[src/rtl/bit_index_sequencer_pkg.sv]
// Shared types for the bit-index sequencer.
//   seq_state_t : IDLE (waiting for a word) / EMIT (draining a word)
package bit_index_sequencer_pkg;

  typedef enum logic {
    IDLE = 1'b0,
    EMIT = 1'b1
  } seq_state_t;

endpackage : bit_index_sequencer_pkg

[src/rtl/bit_index_sequencer_tz_count.sv]
// Purely combinational trailing-zero counter.
//   i_data  [DATA_WIDTH-1:0]       : word to scan
//   o_count [$clog2(DATA_WIDTH):0] : index of lowest set bit, DATA_WIDTH when i_data == 0
module tz_count #(
  parameter int DATA_WIDTH = 32
) (
  input  logic [DATA_WIDTH-1:0]         i_data,
  output logic [$clog2(DATA_WIDTH):0]   o_count
);

  localparam int CW = $clog2(DATA_WIDTH) + 1;

  // Scan from the top down so the lowest set bit is the last one written.
  always_comb begin
    // NOTE: a default before any conditional write keeps this combinational; without it a latch is inferred.
    o_count = CW'(DATA_WIDTH);
    for (int i = DATA_WIDTH - 1; i >= 0; i--) begin
      if (i_data[i]) o_count = CW'(i);
    end
  end

endmodule : tz_count

[src/rtl/bit_index_sequencer.sv]
// Serialises a bitmap into a stream of set-bit indices, lowest first.
//   clk, reset        : rising-edge clock, asynchronous active-high reset
//   din/din_valid     : bitmap word from producer; din_ready accepts it
//   dout/dout_valid   : current lowest set-bit index; dout_ready accepts it
//   dout_last         : dout is the final index of the current word
//   empty             : one-cycle pulse after an all-zero word is accepted
//   busy              : a word is being drained
module bit_index_sequencer
  import bit_index_sequencer_pkg::*;
#(
  parameter int DATA_WIDTH = 32
) (
  input  logic                          clk,
  input  logic                          reset,
  input  logic [DATA_WIDTH-1:0]         din,
  input  logic                          din_valid,
  output logic                          din_ready,
  output logic [$clog2(DATA_WIDTH)-1:0] dout,
  output logic                          dout_valid,
  input  logic                          dout_ready,
  output logic                          dout_last,
  output logic                          empty,
  output logic                          busy
);

  localparam int IDX_W = $clog2(DATA_WIDTH);

  seq_state_t            r_state, w_state_nxt;
  logic [DATA_WIDTH-1:0] r_mask_q, w_mask_nxt;
  logic                  r_empty;

  logic [IDX_W:0]        w_tz;
  logic [DATA_WIDTH-1:0] w_mask_rest;   // mask with its lowest set bit cleared
  logic                  w_mask_zero;
  logic                  w_single;
  logic                  w_accept;

  tz_count #(.DATA_WIDTH(DATA_WIDTH)) u_tz_count (
    .i_data  (r_mask_q),
    .o_count (w_tz)
  );

  assign w_mask_rest = r_mask_q & (r_mask_q - DATA_WIDTH'(1));
  assign w_single    = (w_mask_rest == '0);
  assign w_mask_zero = w_tz[IDX_W];

  assign busy       = (r_state == EMIT);
  assign dout_valid = (r_state == EMIT);
  assign dout_last  = (r_state == EMIT) && w_single;
  // Masking on w_mask_zero is defensive only: in EMIT the mask is never zero.
  assign dout       = ((r_state == EMIT) && !w_mask_zero) ? w_tz[IDX_W-1:0] : '0;

  // Ready early on the final beat so the next word loads with no bubble.
  assign din_ready  = (r_state == IDLE) || (dout_last && dout_ready);
  assign w_accept   = din_valid && din_ready;
  assign empty      = r_empty;

  always_comb begin
    w_mask_nxt  = r_mask_q;
    w_state_nxt = r_state;
    if ((r_state == EMIT) && dout_ready) begin
      if (!w_single) begin
        w_mask_nxt = w_mask_rest;
      end else begin
        w_mask_nxt  = '0;
        w_state_nxt = IDLE;
      end
    end
    // A word accepted on the final beat overrides the drain-to-idle above.
    if (w_accept) begin
      if (din != '0) begin
        w_mask_nxt  = din;
        w_state_nxt = EMIT;
      end else begin
        w_state_nxt = IDLE;
      end
    end
  end

  always_ff @(posedge clk or posedge reset) begin
    if (reset) begin
      r_state  <= IDLE;
      r_mask_q <= '0;
      r_empty  <= 1'b0;
    end else begin
      // NOTE: non-blocking assignments so every register samples pre-edge values.
      r_state  <= w_state_nxt;
      r_mask_q <= w_mask_nxt;
      r_empty  <= w_accept && (din == '0);
    end
  end

endmodule : bit_index_sequencer

[config.mk]
export PLATFORM = sky130hd
export DESIGN_NAME = bit_index_sequencer
export DESIGN_NICKNAME = d
export VERILOG_FILES = /design/src/rtl/bit_index_sequencer_pkg.sv /design/src/rtl/bit_index_sequencer_tz_count.sv /design/src/rtl/bit_index_sequencer.sv
export SDC_FILE = /design/constraint.sdc
export NUM_CORES = 1
export LEC_CHECK = 0
export BUFFER_PORTS_ARGS = -buffer_cell sky130_fd_sc_hd__clkbuf_2
export CORE_MARGIN = 3
export CORE_UTILIZATION = 56
export CTS_BUF_LIST = sky130_fd_sc_hd__clkbuf_16
export CTS_CLUSTER_DIAMETER = 200
export DETAILED_ROUTE_END_ITERATION = 16
export GPL_ROUTABILITY_DRIVEN = 0
export PLACE_DENSITY_LB_ADDON = 0.1
export SLEW_MARGIN = 20
export SYNTH_ARGS = -nofsm -noshare
export SYNTH_HDL_FRONTEND = slang
export SYNTH_HIERARCHICAL = 1
export SYNTH_SLANG_ARGS = --single-unit
[constraint.sdc]
create_clock -name clk -period 4.4 [get_ports clk]
set_input_delay 0.66 -clock clk [delete_from_list [all_inputs] [get_ports clk]]
set_output_delay 0.66 -clock clk [all_outputs]
set_load 0.005 [all_outputs]
==> flow_metrics.env <==
export IMPL_outcome="complete, no violations"
export IMPL_critPathArrivalTime_ns=3.32
export IMPL_path_max_fanout=8
export IMPL_sw_frac_of_total_pct=47.8
export IMPL_post_cts_buffers=0
export IMPL_grt_pass1_wl_um=10900
export IMPL_synth_area_um2=2580
export IMPL_clock_latency_ns=0.28
export IMPL_drt_iter0_markers=247
export IMPL_cts_made_buffers=5
export IMPL_diodes=0
export IMPL_drtPass1Iterations=4
export IMPL_layout_drive_gt1_share_pct=21.4
export IMPL_period_minus_slack_ns=3.98
export IMPL_ctsRootBufferMaster="clkbuf_16"
export IMPL_avgSynthCellArea_um2=8.67
export IMPL_yosysTopAreaCellShare_pct=32.9
export IMPL_antenna_left=0
export IMPL_fp_dieArea_um2=5460
export IMPL_seq_power_share_pct=23.1
export IMPL_cts_htree_levels=2
export IMPL_setup_violations_final=0
export IMPL_wirelength_um=6720
export IMPL_gr_total_overflow=0
export IMPL_tightest_slew_ns=0.602
export IMPL_clkTransAtPathRegs_ns=0.05
export IMPL_yosysTopAreaCell="dfrtp_1"
export IMPL_grt_total_usage_pct=26.0
export IMPL_nFillCells=392
export IMPL_p_int_mw=1.41
export IMPL_final_hold_viol_count=0
export IMPL_yosys_warnings=6
export IMPL_clock_power_share_pct=12.2
export IMPL_ys_ff_latch=34
export IMPL_clock_skew_ns=0.00175
export IMPL_area_growth_pct=14.5
export IMPL_final_setup_tns_ns=0
export IMPL_pin_count=46
export IMPL_initial_utilization_pct=58.5
export IMPL_crit_required_ns=3.74
export IMPL_portBuffers=45
export IMPL_drc_errors=0
export IMPL_synthArstFlopShare_pct=100
export IMPL_cts_num_sinks=34
export IMPL_die_x_um=73.9
export IMPL_rows=24
export IMPL_dp_cells=389
export IMPL_synth_common_cells="dfrtp_1 (34), inv_1 (30), nor2_1 (23), nor4_1 (21), mux2i_1 (20)"
export IMPL_synth_seq_area_share_pct=32.9
export IMPL_wl_per_cell_um=16.9
export IMPL_yosysUniqueCellTypes=52
export IMPL_p_sw_mw=1.30
export IMPL_synth_edf_count=0
export IMPL_cts_tree="done"
export IMPL_max_slew_margin_pct=59.7
export IMPL_yosysMostFrequentCell="dfrtp_1"
export IMPL_synthCells=298
export IMPL_die_h_um=73.9
export IMPL_maxCapViolCount=0
export IMPL_dp_hpwl_um=4940
export IMPL_num_vias=2514
export IMPL_syn_nets=334
export IMPL_slew_viol_final=0
export IMPL_nets=380
export IMPL_ys_flop_type="dfrtp_1"
export IMPL_min_path_type="input port to async pin"
export IMPL_critical_path_class="flip-flop to output port"
export IMPL_ctsLongestPathBuffers=2
export IMPL_start_kind="flip-flop"
export IMPL_max_freq_mhz=251
export IMPL_post_route_period_util_pct=90.5
export IMPL_cts_repair_resized=0
export IMPL_synth_area_leaders="dfrtp_1 (33%), mux2i_1 (7.7%), mux2_2 (5.2%)"
export IMPL_combPwrFrac_pct=64.7
export IMPL_first_global_vias=2196
export IMPL_grt_start_max_net_pins=35
export IMPL_via_per_inst=6.33
export IMPL_grt_setup_unrepaired="no"
export IMPL_cp_end_kind="output port"
export IMPL_p_leak_nw=1.38
export IMPL_holdBufCountCts=0
export IMPL_final_cells=397
export IMPL_power_density_nw_per_um2=916
export IMPL_core_area_um2=4410
export IMPL_irDropWorstVdd_mv=0.514
export IMPL_antenna_found_initial=0
## per-layer routing
layer	part of all wire [%]	routed length (um)	track usage, %
met4	1.7	111	9.05
met2	42	2860	36.1
met5	0	0	0
met3	8.5	574	4.92
met1	47	3180	40.0
## worst paths after layout
path / from / endpoint / slack [ns] / cells past startpoint
setup / recovery: r_mask_q[21]$_DFF_PP0_ / din_ready / 0.42 / 7
hold / removal: reset / r_mask_q[24]$_DFF_PP0_ / 0.45 / 3
setup reg to reg: r_mask_q[21]$_DFF_PP0_ / r_mask_q[30]$_DFF_PP0_ / 0.55 / 9
hold reg to reg: r_mask_q[26]$_DFF_PP0_ / r_mask_q[26]$_DFF_PP0_ / 0.64 / 2
max in group asynchronous: reset / r_mask_q[9]$_DFF_PP0_ / 3.63 / 3
min in group clk: din[29] / r_mask_q[29]$_DFF_PP0_ / 0.61 / 3
## flip-flops by register name, indices dropped and copies added, names as in the netlist
signal	cells
r_mask_q	32
empty	1
busy	1
## power by group through the flow
| stage | Combinational (mW) | Sequential (mW) | Clock (mW) |
|---|---|---|---|
| global route | 1.94 | 0.651 | 0.350 |
| detailed placement | 1.71 | 0.625 | 0 |
| global placement | 1.70 | 0.622 | 0 |
| finish | 1.75 | 0.626 | 0.332 |
| CTS | 1.73 | 0.619 | 0.335 |
| floorplan | 1.31 | 0.567 | 0 |
## critical path: stages, from the launching register on
cell,delay (ns)
dfrtp_1,0.45
nor4_1,0.51
nand3b_1,0.22
or4b_1,0.62
a2111o_1,0.47
nor4_2,0.34
a41o_2,0.30
clkbuf_2,0.12
## cell families (layout without fill, tap and decap cells)
logic type | count (synthesis) | after routing | synth area share (%)
AND/OR/NAND/NOR | 114 | 114 | 25.1
AO/OA/AOI/OAI | 76 | 76 | 20.7
multiplexers | 32 | 32 | 13.0
adder cells (fa/ha/maj) | 2 | 2 | 0.775
buffers and inverters | 40 | 87 | 7.51
flip-flops | 34 | 34 | 32.9
## metrics by stage
stage | setup slack (ns) | cell area [um^2] | total power [mW] | hold WS [ns] | utilization [%]
4_1_cts | 0.466 | 2960 | 2.69 | 0.469 | 67.0
5_1_grt | 0.244 | 2960 | 2.94 | 0.520 | 67.0
6_report | 0.417 | 2960 | 2.71 | 0.452 | 67.0
3_5_place_dp | 0.684 | 2820 | 2.33 | 0.635 | 63.9
2_1_floorplan | 0.998 | 2580 | 1.87 | 0.559 | -
3_3_place_gp | 0.813 | 2820 | 2.32 | 0.631 | 63.9
## layout by cell type, fill, tap and decap left out, types with 3 or more instances in the layout
| cell | count |
|---|---|
| mux2i_1 | 20 |
| inv_1 | 30 |
| clkinv_1 | 3 |
| clkbuf_16 | 5 |
| nand2_1 | 15 |
| mux2_2 | 12 |
| a211oi_1 | 4 |
| o21a_1 | 5 |
| nor4_1 | 21 |
| o41ai_1 | 5 |
| and2_1 | 6 |
| nor3_1 | 9 |
| clkbuf_2 | 45 |
| o31a_1 | 7 |
| nand4_1 | 6 |
| nor2b_1 | 3 |
| nor2_1 | 23 |
| buf_4 | 4 |
| o41a_1 | 3 |
| or3_1 | 5 |
| or2_2 | 3 |
| o21ai_0 | 19 |
| a2111oi_0 | 3 |
| or4_1 | 6 |
| nand3_1 | 6 |
| dfrtp_1 | 34 |
| o31ai_1 | 6 |
| a21oi_1 | 12 |
## area by class of cell
type / instances / area, um^2 / area share, %
Sequential cell: 34 / 851 / 28.8
Clock inverter: 3 / 11.3 / 0.381
Inverter: 30 / 113 / 3.81
Clock buffer: 5 / 125 / 4.23
Multi-Input combinational cell: 224 / 1540 / 52.0
Tap cell: 52 / 65.1 / 2.20
Timing Repair Buffer: 49 / 255 / 8.63
Power figures use the tool's default switching activity.
